`src/rtl/axis_spi_slave.sv`:
```
`timescale 1ns/1ps
`default_nettype none
// ============================================================================
// Module   : axis_spi_slave
// Purpose  : Oversampled SPI responder; MOSI words out on m_axis, MISO from s_axis
// Revision : 1.0 - initial release
// ============================================================================
module axis_spi_slave #(
    parameter int                    SPI_MODE    = 1,
    parameter int                    DATA_WIDTH  = 8,
    parameter int                    SYNC_STAGES = 2,
    parameter logic [DATA_WIDTH-1:0] FILL_WORD   = '0
) (
    input  logic                  clk_i,
    input  logic                  arstn_i,
    input  logic                  spi_clk_i,
    input  logic                  spi_cs_i,
    input  logic                  spi_mosi_i,
    output logic                  spi_miso_o,
    output logic                  spi_miso_oe_o,
    input  logic [DATA_WIDTH-1:0] s_axis_tdata_i,
    input  logic                  s_axis_tvalid_i,
    output logic                  s_axis_tready_o,
    output logic [DATA_WIDTH-1:0] m_axis_tdata_o,
    output logic                  m_axis_tvalid_o,
    output logic                  m_axis_tlast_o,
    input  logic                  m_axis_tready_i,
    output logic                  overflow_o,
    output logic                  underrun_o,
    output logic                  frame_err_o
);

    localparam logic CPOL = (SPI_MODE == 2) || (SPI_MODE == 3);
    localparam logic CPHA = (SPI_MODE == 1) || (SPI_MODE == 3);
    localparam int   CW   = $clog2(DATA_WIDTH);
    localparam int   MSB  = DATA_WIDTH - 1;

    typedef enum logic [1:0] {RESYNC, IDLE, ACTIVE} state_t;

    state_t                 state_q, state_d;
    logic [SYNC_STAGES-1:0] sclk_sync_q, cs_sync_q, mosi_sync_q;
    logic                   sclk_prev_q, cs_prev_q;
    logic [SYNC_STAGES:0]   settle_q;
    logic                   miso_q, oe_q, src_valid_q, done_q;
    logic [DATA_WIDTH-1:0]  tx_sh_q, rx_sh_q, hold_q, push_data_q, m_data_q;
    logic [CW-1:0]          bit_cnt_q;
    logic                   hold_v_q, push_q, push_last_q, m_valid_q, m_last_q;
    logic                   ovf_q, unr_q, ferr_q;

    logic sclk_s, cs_s, mosi_s, sclk_tgl, lead_e, trail_e, sample_e, shift_e;
    logic cs_fall, cs_rise, active, cnt_zero, last_bit, word_start, commit, shift_bit;

    assign sclk_s   = sclk_sync_q[SYNC_STAGES-1];
    assign cs_s     = cs_sync_q[SYNC_STAGES-1];
    assign mosi_s   = mosi_sync_q[SYNC_STAGES-1];
    assign sclk_tgl = sclk_s ^ sclk_prev_q;
    assign lead_e   = sclk_tgl && (sclk_prev_q == CPOL);
    assign trail_e  = sclk_tgl && (sclk_s == CPOL);
    assign sample_e = CPHA ? trail_e : lead_e;
    assign shift_e  = CPHA ? lead_e : trail_e;
    assign cs_fall  = cs_prev_q && !cs_s;
    assign cs_rise  = !cs_prev_q && cs_s;

    // A CS rise aborts the frame, so any SCLK edge seen in the same cycle is dropped.
    assign active     = (state_q == ACTIVE) && !cs_rise;
    assign cnt_zero   = (bit_cnt_q == '0);
    assign last_bit   = (bit_cnt_q == CW'(DATA_WIDTH - 1));
    assign word_start = (active && shift_e && cnt_zero) ||
                        (!CPHA && (state_q == IDLE) && cs_fall);
    assign commit     = active && sample_e && cnt_zero;
    assign shift_bit  = active && shift_e && !cnt_zero;

    assign s_axis_tready_o = commit && src_valid_q;
    assign spi_miso_o      = miso_q;
    assign spi_miso_oe_o   = oe_q;
    assign m_axis_tdata_o  = m_data_q;
    assign m_axis_tvalid_o = m_valid_q;
    assign m_axis_tlast_o  = m_last_q;
    assign overflow_o      = ovf_q;
    assign underrun_o      = unr_q;
    assign frame_err_o     = ferr_q;

    always_ff @(posedge clk_i) begin
        if (!arstn_i) begin
            sclk_sync_q <= {SYNC_STAGES{CPOL}};
            cs_sync_q   <= '1;
            mosi_sync_q <= '0;
            sclk_prev_q <= CPOL;
            cs_prev_q   <= 1'b1;
            settle_q    <= '0;
        end else begin
            sclk_sync_q <= {sclk_sync_q[SYNC_STAGES-2:0], spi_clk_i};
            cs_sync_q   <= {cs_sync_q[SYNC_STAGES-2:0], spi_cs_i};
            mosi_sync_q <= {mosi_sync_q[SYNC_STAGES-2:0], spi_mosi_i};
            sclk_prev_q <= sclk_s;
            cs_prev_q   <= cs_s;
            settle_q    <= {settle_q[SYNC_STAGES-1:0], 1'b1};
        end
    end

    always_ff @(posedge clk_i) begin
        if (!arstn_i) state_q <= RESYNC;
        else          state_q <= state_d;
    end

    // The synchronizer resets to CS=1, so RESYNC waits until the chain reflects the real pin.
    always_comb begin
        state_d = state_q;
        unique case (state_q)
            RESYNC:  if (settle_q[SYNC_STAGES] && cs_s) state_d = IDLE;
            IDLE:    if (cs_fall) state_d = ACTIVE;
            ACTIVE:  if (cs_rise) state_d = IDLE;
            default: state_d = RESYNC;
        endcase
    end

    always_ff @(posedge clk_i) begin
        if (!arstn_i) begin
            miso_q <= 1'b0;  oe_q <= 1'b0;  src_valid_q <= 1'b0;  done_q <= 1'b0;
            tx_sh_q <= '0;   rx_sh_q <= '0; hold_q <= '0;         push_data_q <= '0;
            m_data_q <= '0;  bit_cnt_q <= '0;
            hold_v_q <= 1'b0; push_q <= 1'b0; push_last_q <= 1'b0;
            m_valid_q <= 1'b0; m_last_q <= 1'b0;
            ovf_q <= 1'b0;   unr_q <= 1'b0; ferr_q <= 1'b0;
        end else begin
            push_q <= 1'b0;
            done_q <= 1'b0;
            ovf_q  <= 1'b0;
            unr_q  <= 1'b0;
            ferr_q <= 1'b0;
            oe_q   <= (state_d == ACTIVE);

            // Peek at the next source word; the handshake waits for the first sample edge.
            if (word_start) begin
                src_valid_q <= s_axis_tvalid_i;
                miso_q      <= s_axis_tvalid_i ? s_axis_tdata_i[MSB] : FILL_WORD[MSB];
                unr_q       <= !s_axis_tvalid_i;
            end
            if (commit)
                tx_sh_q <= (src_valid_q ? s_axis_tdata_i : FILL_WORD) << 1;
            if (shift_bit) begin
                miso_q  <= tx_sh_q[MSB];
                tx_sh_q <= {tx_sh_q[MSB-1:0], 1'b0};
            end
            if (active && sample_e) begin
                rx_sh_q   <= {rx_sh_q[MSB-1:0], mosi_s};
                bit_cnt_q <= last_bit ? '0 : bit_cnt_q + CW'(1);
                done_q    <= last_bit;
            end

            // One-word hold lets the frame's final word carry tlast once CS rises.
            if (done_q) begin
                if (hold_v_q) begin
                    push_q      <= 1'b1;
                    push_data_q <= hold_q;
                    push_last_q <= 1'b0;
                end
                hold_q   <= rx_sh_q;
                hold_v_q <= 1'b1;
            end
            if ((state_q == ACTIVE) && cs_rise) begin
                if (hold_v_q) begin
                    push_q      <= 1'b1;
                    push_data_q <= hold_q;
                    push_last_q <= 1'b1;
                end
                hold_v_q    <= 1'b0;
                src_valid_q <= 1'b0;
                bit_cnt_q   <= '0;
                if (!cnt_zero) begin
                    ferr_q  <= 1'b1;
                    rx_sh_q <= '0;
                end
            end

            if (push_q) begin
                if (m_valid_q && !m_axis_tready_i) begin
                    ovf_q <= 1'b1;
                end else begin
                    m_valid_q <= 1'b1;
                    m_data_q  <= push_data_q;
                    m_last_q  <= push_last_q;
                end
            end else if (m_valid_q && m_axis_tready_i) begin
                m_valid_q <= 1'b0;
                m_last_q  <= 1'b0;
            end
        end
    end

endmodule
`default_nettype wire

```
`config.mk`:
```
export PLATFORM = sky130hd
export DESIGN_NAME = axis_spi_slave
export DESIGN_NICKNAME = d
export VERILOG_FILES = /design/src/rtl/axis_spi_slave.sv
export SDC_FILE = /design/constraint.sdc
export NUM_CORES = 1
export LEC_CHECK = 0
export BUFFER_PORTS_ARGS = -buffer_cell sky130_fd_sc_hd__buf_2
export CAP_MARGIN = 25
export CORE_MARGIN = 3
export CORE_UTILIZATION = 60
export CTS_CLUSTER_DIAMETER = 100
export DETAILED_ROUTE_END_ITERATION = 12
export PLACE_DENSITY = 0.82
export SETUP_SLACK_MARGIN = 0.02
export SLEW_MARGIN = 10
export SYNTH_ARGS = -nofsm -noshare
export SYNTH_HDL_FRONTEND = slang
export SYNTH_SLANG_ARGS = --single-unit
export TNS_END_PERCENT = 50
```
`constraint.sdc`:
```
create_clock -name clk_i -period 4.3 [get_ports clk_i]
set_input_delay 0.43 -clock clk_i [delete_from_list [all_inputs] [get_ports clk_i]]
set_output_delay 0.43 -clock clk_i [all_outputs]
set_load 0.005 [all_outputs]
```
* After elaboration in Yosys (flattened, before gate mapping) *
Cells that the tools add are included.

operators by class
  add/subtract/negate cells = 1
  equality and inequality tests = 5
  mux-type cells = 34
  bitwise gates (word level) = 5
  reduce and logical (&&, ||, !) cells = 33

operators by type and width
  operator                                       count
  two-way mux 8 bit                              9
  two-way mux 1 bit                              19
  logical AND 1 bit                              15
  AND reduction 2 bit                            6
  two-way mux 7 bit                              1
  zero test 1 bit                                6
  two-way mux 2 bit                              3
  case mux 2 bit (3 select lines)                1
  nonzero test 2 bit                             3
  == test 2 bit, second input constant           2
  NOT 1 bit                                      4
  adder 3 x 1 -> 3 bit, second input constant    1
  == test 3 bit, second input constant           1
  zero test 3 bit                                1
  two-way mux 3 bit                              1
  == test 2 x 1 -> 1 bit, second input constant  1
  zero test 2 bit                                1
  inequality test 2 bit, second input constant   1
  OR reduction 2 bit                             1
  XOR 1 bit                                      1

word-level totals
  bits in registers = 67
  input bits = 15
  output and inout port bits = 16
  logic and storage cells = 104

* Depth between registers and ports, before layout *
Gate-level depths: netlist of run 1.

  depth in word-level cells = 8
  gate-level depth with buffers = 7
  mapped depth without buffers = 6

* Worst setup path before layout of run 1 *
No wires, ideal clock.

  path kind = register to output
  from = register bit_cnt_q[0]
  to = output s_axis_tready_o
  data arrival time = 1229 ps
  data required time = 3870 ps
  path slack = 2641 ps
  stages on the path, launching flop included = 7
  buffers on the path = 1
  path through = dfxtp_1 > inv_1 > ha_1 > and4bb_1 > and3_1 > buf_6 > and2_1

on the way
  word-level cells in the longest chain between the ends = 3

RTL lines
  what                      line  text
  start: declaration        46    logic [CW-1:0] bit_cnt_q;
  start signal: assignment  147   bit_cnt_q <= last_bit ? '0 : bit_cnt_q + CW'(1);
  zero test 3 bit           66    assign cnt_zero = (bit_cnt_q == '0);
  logical AND 1 bit         70    assign commit = active && sample_e && cnt_zero;
  logical AND 1 bit         73    assign s_axis_tready_o = commit && src_valid_q;
  end: declaration          23    output logic s_axis_tready_o,

Every way passes these cells.

* Worst setup path in the final report of run 1 *
Same ends and word-level chain as after synthesis.

==> metrics.csv, run 1 <==
stage;metric;value;unit
status;status;finished clean;
logic_synthesis;most area-hungry cell type in the Yosys netlist;dfxtp_1;
cts;Reg clk slew, reported paths;70;ps
cts;CTS resizes;0;
logic_synthesis;synthesized instance count;268;
drt;DRT antenna net count;0;
cts;clock buffer depth;2;
worst_setup_path;critical path data required time;3870;ps
grt;grt ovf;0;
logic_synthesis;Post-synth EDFFs;0;
drt;drt first pass iters;4;
placement;Final HPWL DP;3.03;mm
worst_setup_path;Crit Path Max Fanout;8;
cts;H-tree depth;3;
placement;Placed Area;2690;um2
hold_path;Hold Path Stages;2;
grt;Total GRT Usage;0.194;
grt;pin count of the biggest net entering global routing;30;
cts;CTS Buf Count;9;
placement;Setup WS pre-CTS;2430;ps
drt;final WL;4.46;mm
logic_synthesis;xor/xnor share of the synthesized area;0;
cells_and_area;share of layout cells above drive strength 1;0.209;
flow_run;maxcap violations;0;
worst_setup_path;crit path DAT;1790;ps
sta;Hold Vio Cnt, Final;0;
cts;Setup Buffers After CTS;0;
sta;crit path time final;2220;ps
cells_and_area;Reg area;1340;um2
sta;setup tns final;0;ps
cts;# hold bufs at CTS;0;
floorplanning;core area;3850;um2
logic_synthesis;Cell variety after synth;34;
sta;fin crit share;0.515;
sta;RSZ-0062 raised after global routing;false;
drt;1st-iter DRT viols;98;
cells_and_area;Multi-input gate area;1110;um2
logic_synthesis;Async SR Flop Fraction;0;
logic_synthesis;mux cell area share after synthesis;0.0672;
worst_setup_path;worst r2r src;state_q[0];
cells_and_area;Non-Filler Instances;350;
hold_path;Hold Crit Start;s_axis_tvalid_i;
placement;GP Congestion;0.815;
sta;final setup fails;0;
worst_setup_path;crit path kind;reg2out;
drt;via/cell ratio;5.35;
sta;Final Skew;7.95;ps
floorplanning;die area;5040;um2
logic_synthesis;synthesized area per cell;9.45;um2
logic_synthesis;post-synthesis compound-gate area fraction;0.0766;
logic_synthesis;Primary FF master, synth;dfxtp_1;
worst_setup_path;slowest CP cell;dfxtp_1;
sta;headroom to the max-slew limit;0.412;
cells_and_area;post-route cell area;2880;um2
cells_and_area;Post-layout nets;315;
worst_setup_path;critical-path cell list;inv_1 -> ha_1 -> and4bb_1 -> and3_1 -> and2_1 -> buf_2;
hold_path;Worst Hold End;underrun_o;
drt;post-detailed-route wirelength per cell;12.7;um
worst_setup_path;CP peak stage delay;370;ps
floorplanning;die height;71.0;um
cts;Clk Latency, worst-skew pair;340;ps
grt;number of global-route vias before repair;1722;
logic_synthesis;largest family of logic cells by synthesized area;simple AND/OR/NAND/NOR gates;
drt;DR DRC count;0;
cts;TritonCTS clock tree;built;
logic_synthesis;Adder-Cell Fraction of Synth Area;0.0148;
power;pwr dens;402;nW/um2
floorplanning;Initial Utilization;0.657;
hold_path;min-delay worst type;in2reg;
floorplanning;# IOs;31;
power;Leak;1.19;nW
logic_synthesis;Post-Syn Area;2530;um2
sta;worst-margin pin slew;880;ps
logic_synthesis;Simple-Gate Fraction of Synth Area;0.279;
floorplanning;row count;22;
placement;port bufs;30;
logic_synthesis;Synth warnings;0;
logic_synthesis;Synth top cells by count;67 x dfxtp_1, 36 x nor2_1, 34 x nand2_1, 28 x a21oi_1, 17 x mux2i_1;
floorplanning;die width;71.0;um
cells_and_area;# fillers;282;
sta;final slew viol count;0;
worst_setup_path;Worst R2R Path Depth;4;
logic_synthesis;syn nets;286;
worst_setup_path;r2r endpoint;bit_cnt_q[0];
cells_and_area;P&R area growth vs syn;13.7;%
logic_synthesis;Synth top area share;0.530;
cts;clk sink count;67;
grt;initial antenna violation count;0;
grt;global-route wire length before repair;7.76;mm
worst_setup_path;startpoint types;register;
logic_synthesis;Yosys reg bits;67;
logic_synthesis;top-count cell post-synth;dfxtp_1;
sta;Worst Hold Slack;287;ps
logic_synthesis;register area share after synthesis;0.530;
logic_synthesis;Synth area leaders;dfxtp_1 53%, mux2i_1 6.7%, a21oi_1 5.5%;
drt;Vias;1872;
sta;fmax;0.451;GHz
cells_and_area;ant diodes;0;
worst_setup_path;flop2flop setup slack;2520;ps
worst_setup_path;crit end category;primary output;
sta;post-route worst setup slack;2080;ps
placement;placed insts;334;
cts;CTS Root Cell;clkbuf_8;
power;Peak VDD IR;0.000224;V
==> metrics by stage <==
stage           util  total power [mW]
3_3_place_gp   0.697             0.668
5_1_grt        0.747              1.20
2_1_floorplan      -             0.657
3_5_place_dp   0.697             0.669
6_report       0.747              1.16
4_1_cts        0.747              1.17
==> per-layer routing <==
layer	vias to the layer above	global-route usage	part of all wire
li1	974	-	-
met1	833	0.258	0.49
met2	54	0.286	0.43
met3	11	0.0540	0.055
met4	0	0.102	0.024
met5	-	0	0
==> flip-flops by register name, summed over array words and instances (netlist names), 2 cells and up <==
name and flops:
bit_cnt_q 3, cs_sync_q 2, hold_q 8, m_axis_tdata_o 8, mosi_sync_q 2, push_data_q 8
rx_sh_q 8, sclk_sync_q 2, settle_q 3, state_q 2, tx_sh_q 7
==> worst max-delay path by stage <==
stage	endpoint	startpoint
floorplan	s_axis_tready_o	bit_cnt_q[0]
global placement	s_axis_tready_o	bit_cnt_q[0]
detailed placement	s_axis_tready_o	bit_cnt_q[0]
CTS	s_axis_tready_o	bit_cnt_q[0]
global route	s_axis_tready_o	bit_cnt_q[0]
finish	s_axis_tready_o	bit_cnt_q[0]
==> kinds of logic (layout without fill, tap and decap cells) <==
kind of cell | count (synthesis) | after routing
adder cells (fa/ha/maj) | 3 | 3
multiplexers | 17 | 17
buffers and inverters | 17 | 51
AO/OA/AOI/OAI | 36 | 36
flip-flops | 67 | 67
AND/OR/NAND/NOR | 128 | 128
==> layout by cell type, fill, tap and decap left out <==
cell type,instances
a211oi_1,1
a21oi_1,28
a22oi_1,2
a32oi_1,1
and2_1,8
and2b_1,1
and3_1,3
and4_1,1
and4bb_1,1
and4bb_2,1
buf_2,30
buf_4,2
bufinv_16,1
clkbuf_8,10
clkinv_2,5
dfxtp_1,67
ha_1,3
inv_1,3
mux2i_1,17
nand2_1,34
nand2b_1,9
nand3_1,11
nand4_1,1
nand4b_1,1
nor2_1,36
nor2b_1,3
nor3_1,1
nor3_2,6
nor3b_1,2
nor4_2,7
nor4b_2,1
o21a_1,1
o21ai_0,3
or3_1,1
==> layout make-up <==
type | count | area share
well taps | 48 | 0.0209
clock buffers | 10 | 0.0478
clock inverters | 6 | 0.0191
multi-input cells | 184 | 0.385
flip-flops and latches | 67 | 0.466
repair buffers | 32 | 0.0574
inverters | 3 | 0.00391
==> where the power goes <==
part | leakage, nW | switching [mW] | total [mW] | internal [mW]
Clock | 0.106 | 0.225 | 0.503 | 0.278
Sequential | 0.542 | 0.00270 | 0.628 | 0.626
Combinational | 0.539 | 0.0155 | 0.0261 | 0.0106
==> worst max-delay path, delay by kind of cell, from the launching register on <==
family	cells	cell delay, ps
and+or+nand+nor	3	700
adders and majority gates	1	200
DFF	1	370
buffers and inverters	2	180
Note: power is estimated with default switching activity, not from simulation.
==> run 2: changes to the inputs <==
--- a/config.mk
+++ b/config.mk
@@ -5,13 +5,14 @@
 export SDC_FILE = /design/constraint.sdc
 export NUM_CORES = 1
 export LEC_CHECK = 0
+export ABC_AREA = 1
 export BUFFER_PORTS_ARGS = -buffer_cell sky130_fd_sc_hd__buf_2
 export CAP_MARGIN = 25
 export CORE_MARGIN = 3
-export CORE_UTILIZATION = 60
+export CORE_UTILIZATION = 52
 export CTS_CLUSTER_DIAMETER = 100
 export DETAILED_ROUTE_END_ITERATION = 12
-export PLACE_DENSITY = 0.82
+export PLACE_DENSITY = 0.75
 export SETUP_SLACK_MARGIN = 0.02
 export SLEW_MARGIN = 10
 export SYNTH_ARGS = -nofsm -noshare
==> constraint.sdc (replaced) <==
create_clock -name clk_i -period 2 [get_ports clk_i]
set_input_delay 0.2 -clock clk_i [delete_from_list [all_inputs] [get_ports clk_i]]
set_output_delay 0.2 -clock clk_i [all_outputs]
set_load 0.005 [all_outputs]
==> metrics.csv, run 2 <==
stage;metric;value;unit
cells_and_area;Non-Filler Instances;439;
logic_synthesis;Yosys reg bits;67;
worst_setup_path;crit path kind;reg2out;
worst_setup_path;flop2flop setup slack;480;ps
cts;clock buffer depth;2;
drt;final WL;4.86;mm
status;status;finished clean;
hold_path;Worst Hold End;underrun_o;
cts;H-tree depth;3;
cts;CTS Root Cell;clkbuf_8;
cells_and_area;most frequent cells in the layout;67 x nor2_1, 67 x dfxtp_1, 51 x nand2_1;
sta;crit path time final;1810;ps
hold_path;Hold Crit Start;s_axis_tvalid_i;
logic_synthesis;Synth warnings;0;
cts;Setup Buffers After CTS;0;
flow_run;maxcap violations;0;
logic_synthesis;mux cell area share after synthesis;0;
sta;Worst Hold Slack;41.9;ps
worst_setup_path;Worst R2R Path Depth;8;
cells_and_area;Multi-input gate area;1180;um2
logic_synthesis;post-synthesis compound-gate area fraction;0.0984;
logic_synthesis;Adder-Cell Fraction of Synth Area;0.0137;
drt;Vias;2127;
sta;worst-margin pin slew;462;ps
logic_synthesis;synthesized instance count;339;
hold_path;min-delay worst type;in2reg;
grt;number of global-route vias before repair;2002;
drt;drt first pass iters;5;
sta;final setup fails;0;
placement;port bufs;30;
floorplanning;Initial Utilization;0.557;
power;Peak VDD IR;0.000534;V
cells_and_area;ant diodes;0;
sta;fmax;0.553;GHz
placement;Setup WS pre-CTS;469;ps
placement;GP Congestion;0.828;
worst_setup_path;Crit Path Max Fanout;12;
placement;Final HPWL DP;3.38;mm
cts;TritonCTS clock tree;built;
logic_synthesis;register area share after synthesis;0.491;
logic_synthesis;most area-hungry cell type in the Yosys netlist;dfxtp_1;
sta;post-route worst setup slack;192;ps
logic_synthesis;largest family of logic cells by synthesized area;simple AND/OR/NAND/NOR gates;
drt;via/cell ratio;4.85;
worst_setup_path;CP peak stage delay;360;ps
cts;CTS Buf Count;9;
logic_synthesis;synthesized area per cell;8.06;um2
worst_setup_path;CP top delay family;simple AND/OR/NAND/NOR gates;
grt;Total GRT Usage;0.178;
cells_and_area;P&R area growth vs syn;12.8;%
worst_setup_path;critical-path cell list;inv_2 -> nand2_2 -> nor2_4 -> nand3_4 -> nor2_1 -> buf_2;
drt;post-detailed-route wirelength per cell;11.1;um
floorplanning;# IOs;31;
cts;clk sink count;67;
sta;headroom to the max-slew limit;0.692;
hold_path;Hold Path Stages;2;
grt;grt ovf;0;
worst_setup_path;startpoint types;register;
grt;pin count of the biggest net entering global routing;44;
logic_synthesis;Post-Syn Area;2730;um2
cells_and_area;Reg area;1340;um2
sta;Hold Vio Cnt, Final;0;
worst_setup_path;slowest CP cell;dfxtp_1;
cts;Reg clk slew, reported paths;70;ps
power;Leak;1.60;nW
worst_setup_path;r2r endpoint;tx_sh_q[6];
sta;setup tns final;0;ps
worst_setup_path;worst r2r src;bit_cnt_q[0];
placement;placed insts;425;
drt;DRT antenna net count;0;
floorplanning;die area;6160;um2
floorplanning;row count;25;
power;total power;2.38;mW
logic_synthesis;Synth area leaders;dfxtp_1 49%, nor2_1 9.2%, nand2_1 7.0%;
logic_synthesis;Async SR Flop Fraction;0;
sta;final slew viol count;0;
cells_and_area;share of layout cells above drive strength 1;0.228;
sta;fin crit share;0.904;
logic_synthesis;Post-synth EDFFs;0;
logic_synthesis;Cell variety after synth;33;
drt;DR DRC count;0;
cells_and_area;Post-layout nets;387;
floorplanning;core area;4910;um2
logic_synthesis;xor/xnor share of the synthesized area;0;
worst_setup_path;crit end category;primary output;
logic_synthesis;Primary FF master, synth;dfxtp_1;
logic_synthesis;Simple-Gate Fraction of Synth Area;0.317;
power;pwr dens;774;nW/um2
grt;global-route wire length before repair;8.58;mm
sta;Final Skew;10.6;ps
cells_and_area;# fillers;459;
drt;1st-iter DRT viols;102;
grt;initial antenna violation count;0;
worst_setup_path;critical path data required time;1800;ps
floorplanning;die width;78.5;um
sta;RSZ-0062 raised after global routing;false;
worst_setup_path;crit path DAT;1610;ps
logic_synthesis;syn nets;357;
worst_setup_path;Crit path buffers/inverters;2;
logic_synthesis;Synth top area share;0.491;
logic_synthesis;Synth top cells by count;67 x dfxtp_1, 67 x nor2_1, 51 x nand2_1, 27 x inv_1, 18 x o21ai_0;
cts;Clk Latency, worst-skew pair;340;ps
floorplanning;die height;78.5;um
==> run 2: changes by cell type in the layout (fill, tap and decap cells not counted), moves of 10 or more <==
cell,before,now
mux2i_1,17,0
inv_1,3,27
a21oi_1,28,12
o21ai_1,0,10
o21ai_0,3,18
nand2_1,34,51
nor2_1,36,67
==> run 2: cell type report <==
class                      instances  area share
sequential                        67       0.435
multi-input combinational        221       0.382
timing repair buffer              32      0.0536
clock buffer                      11      0.0491
inverter                          38      0.0479
tap                               67      0.0272
clock inverter                     3     0.00487
==> run 2: worst reg2reg max path: cells and delay by family (launching register included) <==
family / cells / cell delay, ps
and+or+nand+nor: 5 / 700
DFF: 1 / 360
adders and majority gates: 1 / 230
buffers and inverters: 2 / 140
==> run 2: how the worst max path moves through the flow <==
stage            startpoint         endpoint  slack, ps  cells after the start
2_1_floorplan  bit_cnt_q[0]       rx_sh_q[4]        640                      7
3_3_place_gp   bit_cnt_q[0]       rx_sh_q[4]        530                      7
3_5_place_dp   bit_cnt_q[0]       rx_sh_q[4]        470                      7
4_1_cts        bit_cnt_q[0]  s_axis_tready_o        140                      7
5_1_grt          state_q[0]  s_axis_tready_o         40                      6
6_report         state_q[0]  s_axis_tready_o        190                      6
==> run 2: power by group <==
| group | total (mW) | internal (mW) | switching, mW |
|---|---|---|---|
| Combinational | 0.0743 | 0.0272 | 0.0471 |
| Sequential | 1.35 | 1.35 | 0.00577 |
| Clock | 0.959 | 0.496 | 0.463 |
| Total | 2.38 | 1.87 | 0.516 |
==> run 2: through the flow <==
step,util,instance area (um2)
after global placement,0.592,2910
final,0.628,3080
after floorplan,-,2730
after global routing,0.628,3080
after CTS,0.626,3080
after detailed placement,0.592,2910
==> run 2: routing by layer <==
layer | vias up | track usage | share of wire
met4 | 0 | 0.0892 | 0.019
met5 | - | 0 | 0
met3 | 8 | 0.0608 | 0.037
li1 | 1127 | - | -
met1 | 962 | 0.201 | 0.46
met2 | 30 | 0.299 | 0.49
==> run 2: what timing repair did <==
action,4_1_cts,5_1_grt
setup endpoints to repair,0,1
resized for setup,0,2
hold buffers,0,0
==> run 2: kinds of logic (layout without fill, tap and decap cells) <==
kind of cell / after synthesis / count (layout)
compound gates: 48 / 48
fa+ha+maj: 3 / 3
simple gates: 170 / 170
buf+inv: 51 / 84
flops: 67 / 67
==> run 3: changes to the inputs <==
--- a/config.mk
+++ b/config.mk
@@ -9,10 +9,10 @@
 export BUFFER_PORTS_ARGS = -buffer_cell sky130_fd_sc_hd__buf_2
 export CAP_MARGIN = 25
 export CORE_MARGIN = 3
-export CORE_UTILIZATION = 52
+export CORE_UTILIZATION = 44
 export CTS_CLUSTER_DIAMETER = 100
 export DETAILED_ROUTE_END_ITERATION = 12
-export PLACE_DENSITY = 0.75
+export PLACE_DENSITY = 0.65
 export SETUP_SLACK_MARGIN = 0.02
 export SLEW_MARGIN = 10
 export SYNTH_ARGS = -nofsm -noshare
==> metrics.csv, run 3 (synthesized netlist as in run 2, its figures left out) <==
stage;metric;value;unit
sta;fin crit share;0.911;
cts;TritonCTS clock tree;built;
worst_setup_path;Worst Setup EP;s_axis_tready_o;
power;Sw Ratio;0.213;
cts;clock buffer depth;2;
grt;pin count of the biggest net entering global routing;38;
drt;highest metal used;met4;
floorplanning;die area;7200;um2
power;Reg power frac;0.530;
drt;routed wl met3;243;um
floorplanning;die width;84.8;um
drt;via/cell ratio;4.68;
grt;initial antenna violation count;0;
grt;global-route wire length before repair;8.20;mm
cells_and_area;final core utilization;0.524;
cells_and_area;# fillers;593;
drt;routed length on met1;2.29;mm
drt;DRT antenna net count;0;
worst_setup_path;crit path DAT;1620;ps
worst_setup_path;Crit Path Max Fanout;9;
cts;clk sink count;67;
sta;fmax;0.549;GHz
drt;1st-iter DRT viols;99;
power;Peak VDD IR;0.000412;V
worst_setup_path;CP peak stage delay;330;ps
cells_and_area;most frequent cells in the layout;67 x nor2_1, 67 x dfxtp_1, 51 x nand2_1;
floorplanning;die height;84.8;um
worst_setup_path;startpoint types;register;
worst_setup_path;flop2flop setup slack;470;ps
worst_setup_path;critical path data required time;1800;ps
cells_and_area;share of layout cells above drive strength 1;0.231;
drt;post-detailed-route wirelength per cell;10.3;um
grt;Total GRT Usage;0.143;
hold_path;min-delay worst type;in2reg;
placement;GP Congestion;0.853;
flow_run;maxcap violations;0;
cells_and_area;Post-layout nets;387;
cts;Clk Latency, worst-skew pair;340;ps
worst_setup_path;Worst R2R Path Depth;7;
grt;number of global-route vias before repair;1941;
placement;Final HPWL DP;3.18;mm
cts;Setup Buffers After CTS;0;
sta;setup tns final;0;ps
drt;DR DRC count;0;
sta;worst-margin pin slew;419;ps
sta;crit path time final;1820;ps
worst_setup_path;critical-path cell list;inv_1 -> ha_1 -> nand2_2 -> inv_2 -> nand3_4 -> nor2_1 -> buf_2;
worst_setup_path;worst r2r src;bit_cnt_q[0];
hold_path;Hold Crit Start;spi_mosi_i;
power;Logic pwr share;0.028;
status;status;finished clean;
worst_setup_path;CP startpoint;bit_cnt_q[1];
power;Leak;1.60;nW
sta;RSZ-0062 raised after global routing;false;
drt;Vias;2096;
power;pwr dens;817;nW/um2
cts;# hold bufs at CTS;0;
floorplanning;row count;28;
floorplanning;# IOs;31;
power;Internal;2.01;mW
sta;final setup fails;0;
cts;H-tree depth;3;
floorplanning;core area;5960;um2
sta;final slew viol count;0;
sta;Hold Vio Cnt, Final;0;
cells_and_area;ant diodes;0;
cts;CTS resizes;0;
drt;final WL;4.59;mm
cts;CTS Root Cell;clkbuf_8;
drt;drt first pass iters;4;
grt;grt ovf;0;
drt;Routed met2 length;1.96;mm
worst_setup_path;r2r endpoint;rx_sh_q[4];
worst_setup_path;crit end category;primary output;
worst_setup_path;crit path kind;reg2out;
cts;CTS Buf Count;9;
power;Clk pwr share;0.441;
cts;Reg clk slew, reported paths;70;ps
power;Net Sw Power;542;uW
worst_setup_path;slowest CP cell;dfxtp_1;
sta;Final Skew;8.51;ps
placement;port bufs;30;
sta;headroom to the max-slew limit;0.720;
cells_and_area;P&R area growth vs syn;14.1;%
floorplanning;Initial Utilization;0.459;
-- run 3: cell types whose count changed in the layout (fill, tap and decap cells not counted) --
cell / change
nand2_2: +1
bufinv_16: +1
inv_4: -1
inv_2: +1
clkinv_2: -2
clkinvlp_4: +2
nand2_4: -1
-- run 3: area by class of cell --
cell class                      count  area [um2]  share of cell area
Clock inverter                      4        50.0              0.0160
Tap cell                           75        93.8              0.0301
Multi-Input combinational cell    221        1170               0.376
Sequential cell                    67        1340               0.430
Clock buffer                       11         151              0.0485
Inverter                           38         145              0.0465
Timing Repair Buffer               32         165              0.0529
-- run 3: power by group through the flow --
stage | logic, mW | registers (mW) | clock network, mW
2_1_floorplan | 0.0499 | 1.38 | 0
5_1_grt | 0.0828 | 1.35 | 1.22
3_5_place_dp | 0.0742 | 1.38 | 0
3_3_place_gp | 0.0733 | 1.38 | 0
4_1_cts | 0.0739 | 1.35 | 1.16
6_report | 0.0726 | 1.35 | 1.12
-- run 3: worst min path at each step --
| stage | end | slack [ps] | depth (start not counted) |
|---|---|---|---|
| final | mosi_sync_q[0] | 30 | 3 |
| after detailed placement | mosi_sync_q[0] | 380 | 3 |
| after CTS | mosi_sync_q[0] | 20 | 3 |
| after global routing | cs_sync_q[0] | 30 | 2 |
| after floorplan | settle_q[0] | 230 | 0 |
| after global placement | sclk_sync_q[0] | 380 | 3 |
-- run 3: per-stage QoR --
stage                     power, mW  instances  setup WS [ps]  hold slack (ps)  area [um2]
after floorplan                1.43        339            637              228        2730
after global routing           2.66        448           30.4             25.4        3120
after global placement         1.45        433            517              382        2920
final                          2.55        448            178             34.9        3120
after detailed placement       1.46        433            476              384        2920
after CTS                      2.59        448            157             17.3        3120
-- run 3: worst max-delay path: cells and delay by family, from the launching register on --
family	cells	cell delay [ps]
adder cells (fa/ha/maj)	1	150
buffers and inverters	3	390
flip-flops	1	330
AND/OR/NAND/NOR	3	420
-- run 3: metal layers --
| layer | track usage | vias to the layer above |
|---|---|---|
| met3 | 0.0553 | 12 |
| met5 | 0 | - |
| met1 | 0.176 | 917 |
| met4 | 0.0734 | 0 |
| li1 | - | 1128 |
| met2 | 0.219 | 39 |
